**config.mk**
```make
export PLATFORM = sky130hd
export DESIGN_NAME = seq_subtractor_16bit
export DESIGN_NICKNAME = d
export VERILOG_FILES = /design/src/rtl/seq_subtractor_16bit.sv
export SDC_FILE = /design/constraint.sdc
export NUM_CORES = 1
export LEC_CHECK = 0
export ABC_AREA = 1
export CAP_MARGIN = 20
export CORE_MARGIN = 1.5
export CORE_UTILIZATION = 35
export CTS_BUF_LIST = sky130_fd_sc_hd__clkbuf_4 sky130_fd_sc_hd__clkbuf_8
export CTS_CLUSTER_SIZE = 16
export DETAILED_ROUTE_END_ITERATION = 10
export PLACE_DENSITY = 0.67
export SLEW_MARGIN = 20
export SYNTH_ARGS = -nofsm -noshare
export SYNTH_HDL_FRONTEND = slang
export SYNTH_SLANG_ARGS = --single-unit
```
**constraint.sdc**
```tcl
create_clock -name clk -period 1.8 [get_ports clk]
set_input_delay 0.36 -clock clk [delete_from_list [all_inputs] [get_ports clk]]
set_output_delay 0.36 -clock clk [all_outputs]
set_load 0.1 [all_outputs]
```
**src/rtl/seq_subtractor_16bit.sv**
```systemverilog
// -----------------------------------------------------------------------------
// seq_subtractor_16bit
//
// Multi-cycle unsigned subtractor: {bout,diff} = a - b - bin, evaluated DIGIT
// bits per clock from LSB to MSB with a single DIGIT-wide subtract slice.
//
// Parameters
//   WIDTH  operand/result width (default 16)
//   DIGIT  bits processed per clock; must divide WIDTH exactly
//
// Ports
//   clk    in   rising-edge clock
//   rst_n  in   asynchronous active-low reset
//   start  in   request, accepted in IDLE or DONE
//   a      in   minuend, sampled with accepted start
//   b      in   subtrahend, sampled with accepted start
//   bin    in   borrow-in, sampled with accepted start
//   busy   out  high while in RUN
//   done   out  one-cycle pulse, diff/bout just updated
//   diff   out  registered difference, held until next completion
//   bout   out  registered borrow-out, held until next completion
//   ovf    out  signed overflow (only with SEQ_SUB_OVERFLOW_EN defined)
//
// Build option
//   SEQ_SUB_OVERFLOW_EN  adds the registered ovf output
//
// State table
//   state | meaning
//   IDLE  | waiting for start
//   RUN   | one DIGIT slice subtracted per clock
//   DONE  | result just loaded, done pulse; start here chains a new op
// -----------------------------------------------------------------------------
module seq_subtractor_16bit #(
  parameter int WIDTH = 16,
  parameter int DIGIT = 4
) (
  input  logic             clk,
  input  logic             rst_n,
  input  logic             start,
  input  logic [WIDTH-1:0] a,
  input  logic [WIDTH-1:0] b,
  input  logic             bin,
  output logic             busy,
  output logic             done,
  output logic [WIDTH-1:0] diff,
  output logic             bout
`ifdef SEQ_SUB_OVERFLOW_EN
  ,
  output logic             ovf
`endif
);

  localparam int N  = WIDTH / DIGIT;
  localparam int CW = $clog2(N + 1);
  localparam logic [CW-1:0] CNT_LAST = CW'(N - 1);

  if ((WIDTH % DIGIT) != 0) begin : g_bad_digit
    $error("seq_subtractor_16bit: DIGIT must divide WIDTH exactly");
  end

  typedef enum logic [1:0] {
    IDLE = 2'd0,
    RUN  = 2'd1,
    DONE = 2'd2
  } state_t;

  state_t state, state_nxt;

  logic [WIDTH-1:0] a_sh;
  logic [WIDTH-1:0] b_sh;
  logic [WIDTH-1:0] shadow;
  logic             borrow;
  logic [CW-1:0]    cnt;

  logic             accept;
  logic             last;
  logic [DIGIT:0]   slice;
  logic [WIDTH-1:0] shadow_nxt;

`ifdef SEQ_SUB_OVERFLOW_EN
  logic a_msb;
  logic b_msb;
`endif

  // ---------------------------------------------------------------------------
  // FSM
  // ---------------------------------------------------------------------------
  always_ff @(posedge clk or negedge rst_n) begin
    if (!rst_n) begin
      state <= IDLE;
    end else begin
      state <= state_nxt;
    end
  end

  always_comb begin
    state_nxt = state;
    accept    = 1'b0;
    last      = 1'b0;
    busy      = 1'b0;
    done      = 1'b0;
    unique case (state)
      IDLE: begin
        if (start) begin
          accept    = 1'b1;
          state_nxt = RUN;
        end
      end
      RUN: begin
        busy = 1'b1;
        if (cnt == CNT_LAST) begin
          last      = 1'b1;
          state_nxt = DONE;
        end
      end
      DONE: begin
        done = 1'b1;
        if (start) begin
          accept    = 1'b1;
          state_nxt = RUN;
        end else begin
          state_nxt = IDLE;
        end
      end
      default: begin
        state_nxt = IDLE;
      end
    endcase
  end

  // ---------------------------------------------------------------------------
  // Datapath: one DIGIT slice per clock
  // ---------------------------------------------------------------------------
  // The top bit of the (DIGIT+1)-bit result is the borrow out of this slice.
  assign slice = {1'b0, a_sh[DIGIT-1:0]}
               - {1'b0, b_sh[DIGIT-1:0]}
               - {{DIGIT{1'b0}}, borrow};

  // New slice enters at the top; after N shifts slice 0 sits at the LSB.
  // Written as a shift of the concatenation so DIGIT==WIDTH needs no
  // special case.
  assign shadow_nxt = WIDTH'({slice[DIGIT-1:0], shadow} >> DIGIT);

  always_ff @(posedge clk or negedge rst_n) begin
    if (!rst_n) begin
      a_sh   <= '0;
      b_sh   <= '0;
      shadow <= '0;
      borrow <= 1'b0;
      cnt    <= '0;
      diff   <= '0;
      bout   <= 1'b0;
    end else if (accept) begin
      a_sh   <= a;
      b_sh   <= b;
      borrow <= bin;
      cnt    <= '0;
    end else if (state == RUN) begin
      a_sh   <= a_sh >> DIGIT;
      b_sh   <= b_sh >> DIGIT;
      shadow <= shadow_nxt;
      borrow <= slice[DIGIT];
      cnt    <= cnt + CW'(1);
      if (last) begin
        diff <= shadow_nxt;
        bout <= slice[DIGIT];
      end
    end
  end

`ifdef SEQ_SUB_OVERFLOW_EN
  // Operand sign bits are kept separately because a_sh/b_sh shift away.
  always_ff @(posedge clk or negedge rst_n) begin
    if (!rst_n) begin
      a_msb <= 1'b0;
      b_msb <= 1'b0;
      ovf   <= 1'b0;
    end else if (accept) begin
      a_msb <= a[WIDTH-1];
      b_msb <= b[WIDTH-1];
    end else if (last) begin
      ovf <= (a_msb != b_msb) && (shadow_nxt[WIDTH-1] != a_msb);
    end
  end
`endif

endmodule

```
==> flow_summary.rst <==
.. list-table::
   :header-rows: 1

   * - Metric
     - Value
   * - Via count of the routed design
     - 2284
   * - Number of synthesized register bits
     - 67
   * - Post-synth ARST share
     - 100.0%
   * - Unrepaired setup endpoints after global routing
     - yes
   * - Critical path capture point type
     - register
   * - Signal arrival time at the worst endpoint
     - 2050 ps
   * - Worst setup slack for register-to-register paths
     - -20 ps
   * - Number of nets in the final layout
     - 420
   * - Number of placed instances with taps included
     - 467
   * - Yosys Warn Count
     - 0
   * - Number of cells on the critical path
     - 10
   * - Average cell area after synthesis
     - 9.715 sq um
   * - Cell types with the largest area share after synthesis
     - sky130_fd_sc_hd__dfrtp_1 (55%), sky130_fd_sc_hd__nand2_1 (9.6%), sky130_fd_sc_hd__inv_1 (5.8%), sky130_fd_sc_hd__o21ai_0 (3.9%), sky130_fd_sc_hd__buf_6 (3.3%)
   * - Violations in the final reports
     - negative setup slack
   * - Critical path start-end classification
     - register to register
   * - Horizontal die dimension
     - 96.36 um
   * - Maximum number of pins on one net before global-route repair
     - 68
   * - Mapped Area
     - 3050 sq um
   * - Ratio of routed vias to standard cells
     - 4.719
   * - Initial core utilization
     - 36.57%
   * - Portion of the clock cycle consumed by the worst path in the final layout
     - 100.9%
   * - PortBufs
     - 54
   * - Crit path from
     - a_sh[0]
   * - Number of library cell types mapped by synthesis
     - 27
   * - Largest driver fanout on the critical path
     - 2
   * - Aggregate routed wire length
     - 6107 um
   * - Total routing usage reported by global routing
     - 15.34%
   * - Final number of max-transition violations
     - 0
   * - Violation count after the first detailed-routing iteration
     - 68
   * - IO Pins
     - 55
   * - Synthesized netlist cell count
     - 314
   * - Routed wirelength normalized by instance count
     - 12.62 um
   * - Root Driver
     - sky130_fd_sc_hd__clkbuf_8
   * - Capturing point of the worst reg2reg path
     - borrow
   * - Worst-case clock buffer depth
     - 2
   * - Layout fillers
     - 756
   * - CTS hold repair buffers
     - 0
   * - Slew HR
     - 73.15%
   * - Post-synthesis to final-layout area growth
     - 34.45%
   * - Top-count cell post-synth
     - sky130_fd_sc_hd__nand2_1
   * - Antenna violations before repair
     - 0
   * - Worst-path clk slew
     - 70 ps
   * - Half-perimeter wire length after detailed placement
     - 4187 um
   * - Required time at the endpoint of the critical path
     - 2030 ps
   * - Number of cell instances on the worst register-to-register path
     - 10
   * - First-pass detailed-route iteration total
     - 4
   * - Outcome
     - finished with violations
   * - FF+latch area
     - 1677 sq um
   * - Number of flops mapped to enable cells by yosys
     - 0
   * - Total area of multi-input combinational cells
     - 1085 sq um
   * - Setup Viol. Count Final
     - 1
   * - Endpoint of the worst setup timing path
     - borrow
   * - Final cell count without fillers
     - 484
   * - List of cells traversed by the critical path
     - fa_2 > fa_2 > inv_2 > nand2_1 > nand2_1 > nand2_1 > nand2_1 > nand3_1 > nand2_1 > nand2_1
   * - Top delay family on crit path
     - adder cells
   * - Core area
     - 8341 sq um
   * - CTS tree
     - done
   * - Top FF cell, synth
     - sky130_fd_sc_hd__dfrtp_1
   * - Worst-Skew Late Latency
     - 340 ps
   * - # H-tree levels
     - 3
   * - Core occupancy in the finished layout
     - 49.17%
   * - Peak clock frequency supported by timing
     - 550.6 MHz
   * - Remaining global-route overflow
     - 0
   * - Maximum single-stage delay on the critical path
     - 420 ps
   * - Library cell occupying the most area in the post-synthesis netlist
     - sky130_fd_sc_hd__dfrtp_1
   * - Shortest clock period the worst path allows after layout
     - 1816 ps
   * - Number of inserted diodes
     - 0
   * - Sequential element share of the synthesized area
     - 54.96%
   * - Height of the die
     - 96.36 um
   * - Count of antenna-violating nets left after detailed routing
     - 0
   * - Max-capacitance violation count
     - 0
   * - Vias in the first global route
     - 2293
   * - Crit start category
     - register
   * - Fin worst setup slack
     - -16.24 ps
   * - Total number of clock tree sinks
     - 67
   * - DRC violations left
     - 0
   * - Critical path buffers and inverters
     - 1
   * - Most Frequent Cell on Critical Path
     - sky130_fd_sc_hd__nand2_1
   * - Worst hold-check path type
     - input port to asynchronous set/reset pin
   * - Die ar.
     - 9284 sq um
   * - Fin Clk Skew
     - 5.575 ps
   * - Num CTS Buffers
     - 9
   * - Fraction of layout cells with a size suffix above 1
     - 19.79%
   * - Top cell types by occurrence after synthesis
     - sky130_fd_sc_hd__nand2_1 (78), sky130_fd_sc_hd__dfrtp_1 (67), sky130_fd_sc_hd__inv_1 (47), sky130_fd_sc_hd__o21ai_0 (24), sky130_fd_sc_hd__o21ai_1 (14)
   * - Number of failing hold endpoints at the final stage
     - 0
   * - Std-Cell Rows
     - 33
   * - Routability Congestion
     - 0.8056
   * - Cell with the largest stage delay on the worst path
     - sky130_fd_sc_hd__fa_2
   * - Wire length of the first global-routing pass
     - 10760 um
   * - Syn_nets
     - 360
   * - Worst flop-to-flop path startpoint
     - a_sh[0]
   * - Proportion of netlist area held by the largest area contributor
     - 54.96%
   * - Worst Tran Pin Value
     - 402.8 ps
through the flow:
stage	area (sq um)	hold WS [ps]	setup TNS (ps)	worst slack, ps
after floorplan	3053	64.41	0	0.6425
after global placement	3846	406.1	-61.78	-33.66
after detailed placement	3846	410.3	-158.5	-103.6
after CTS	4056	35.51	-9.161	-9.161
after global routing	4101	47.62	-341.9	-107.9
final	4101	13.74	-16.24	-16.24
layout make-up:
class	count	share of cell area (%)
sequential	67	40.88
timing repair buffer	63	19.95
tap	105	3.203
clock buffer	11	3.539
inverter	50	4.698
multi-input combinational	183	26.45
clock inverter	5	1.281
metal layers:
metal | track usage (%) | part of all wire (%) | wire (um) | up-vias
li1 | - | - | - | 1130
met1 | 19.11 | 44 | 2687 | 1071
met2 | 25.53 | 49 | 3010 | 74
met3 | 4.818 | 5.6 | 340 | 9
met4 | 4.469 | 1.1 | 68 | 0
met5 | 0 | 0 | 0 | -
sequential cells by signal (all words and copies together) (netlist names):
register and cells:
borrow 1, diff 16, a_sh 16, shadow 12, bout 1, state 2, cnt 3, b_sh 16
logic make-up after synthesis:
| family | share of synthesized area [%] |
|---|---|
| compound gates | 14.97 |
| xor+xnor | 0.5743 |
| fa+ha+maj | 4.594 |
| buf+inv | 11.20 |
| flops | 54.96 |
| simple gates | 13.70 |
worst register-to-register path, cell delays in order (launching register included):
cell                      delay, ps
sky130_fd_sc_hd__dfrtp_1        400
sky130_fd_sc_hd__fa_2           420
sky130_fd_sc_hd__fa_2           380
sky130_fd_sc_hd__inv_2           50
sky130_fd_sc_hd__nand2_1         40
sky130_fd_sc_hd__nand2_1         70
sky130_fd_sc_hd__nand2_1         50
sky130_fd_sc_hd__nand2_1         70
sky130_fd_sc_hd__nand3_1         80
sky130_fd_sc_hd__nand2_1         90
sky130_fd_sc_hd__nand2_1         60
timing repair:
item,in CTS,in global routing
setup buffers,1,0
pin swaps,1,6
endpoints found under the setup margin,6,8
resized for setup,3,9
how the worst min path moves through the flow:
| stage | from | endpoint | slack [ps] | cells after the start |
|---|---|---|---|---|
| 3_5_place_dp | rst_n | diff[3] | 410 | 2 |
| 2_1_floorplan | rst_n | a_sh[0] | 60 | 0 |
| 6_report | rst_n | diff[3] | 10 | 2 |
| 4_1_cts | rst_n | diff[2] | 40 | 2 |
| 3_3_place_gp | rst_n | diff[3] | 410 | 2 |
| 5_1_grt | rst_n | diff[2] | 50 | 2 |
cells in the final DEF (no fill, tap or decap), types with 3 or more instances in the layout:
| master | n |
|---|---|
| sky130_fd_sc_hd__o21ai_1 | 14 |
| sky130_fd_sc_hd__nand3_1 | 5 |
| sky130_fd_sc_hd__o21ai_2 | 10 |
| sky130_fd_sc_hd__inv_2 | 5 |
| sky130_fd_sc_hd__o221ai_1 | 7 |
| sky130_fd_sc_hd__nand2_1 | 78 |
| sky130_fd_sc_hd__buf_4 | 7 |
| sky130_fd_sc_hd__buf_12 | 21 |
| sky130_fd_sc_hd__o22ai_1 | 8 |
| sky130_fd_sc_hd__o211ai_1 | 4 |
| sky130_fd_sc_hd__clkinv_2 | 3 |
| sky130_fd_sc_hd__clkdlybuf4s50_1 | 34 |
| sky130_fd_sc_hd__a21oi_1 | 5 |
| sky130_fd_sc_hd__inv_1 | 44 |
| sky130_fd_sc_hd__nand2_2 | 4 |
| sky130_fd_sc_hd__ha_1 | 6 |
| sky130_fd_sc_hd__o21ai_0 | 23 |
| sky130_fd_sc_hd__clkbuf_8 | 10 |
| sky130_fd_sc_hd__dfrtp_1 | 67 |
| sky130_fd_sc_hd__nor2_1 | 6 |
Power is left out: the tool's default activity adds up to more than one toggle a clock period on the data nets, which glitch-free logic cannot reach.
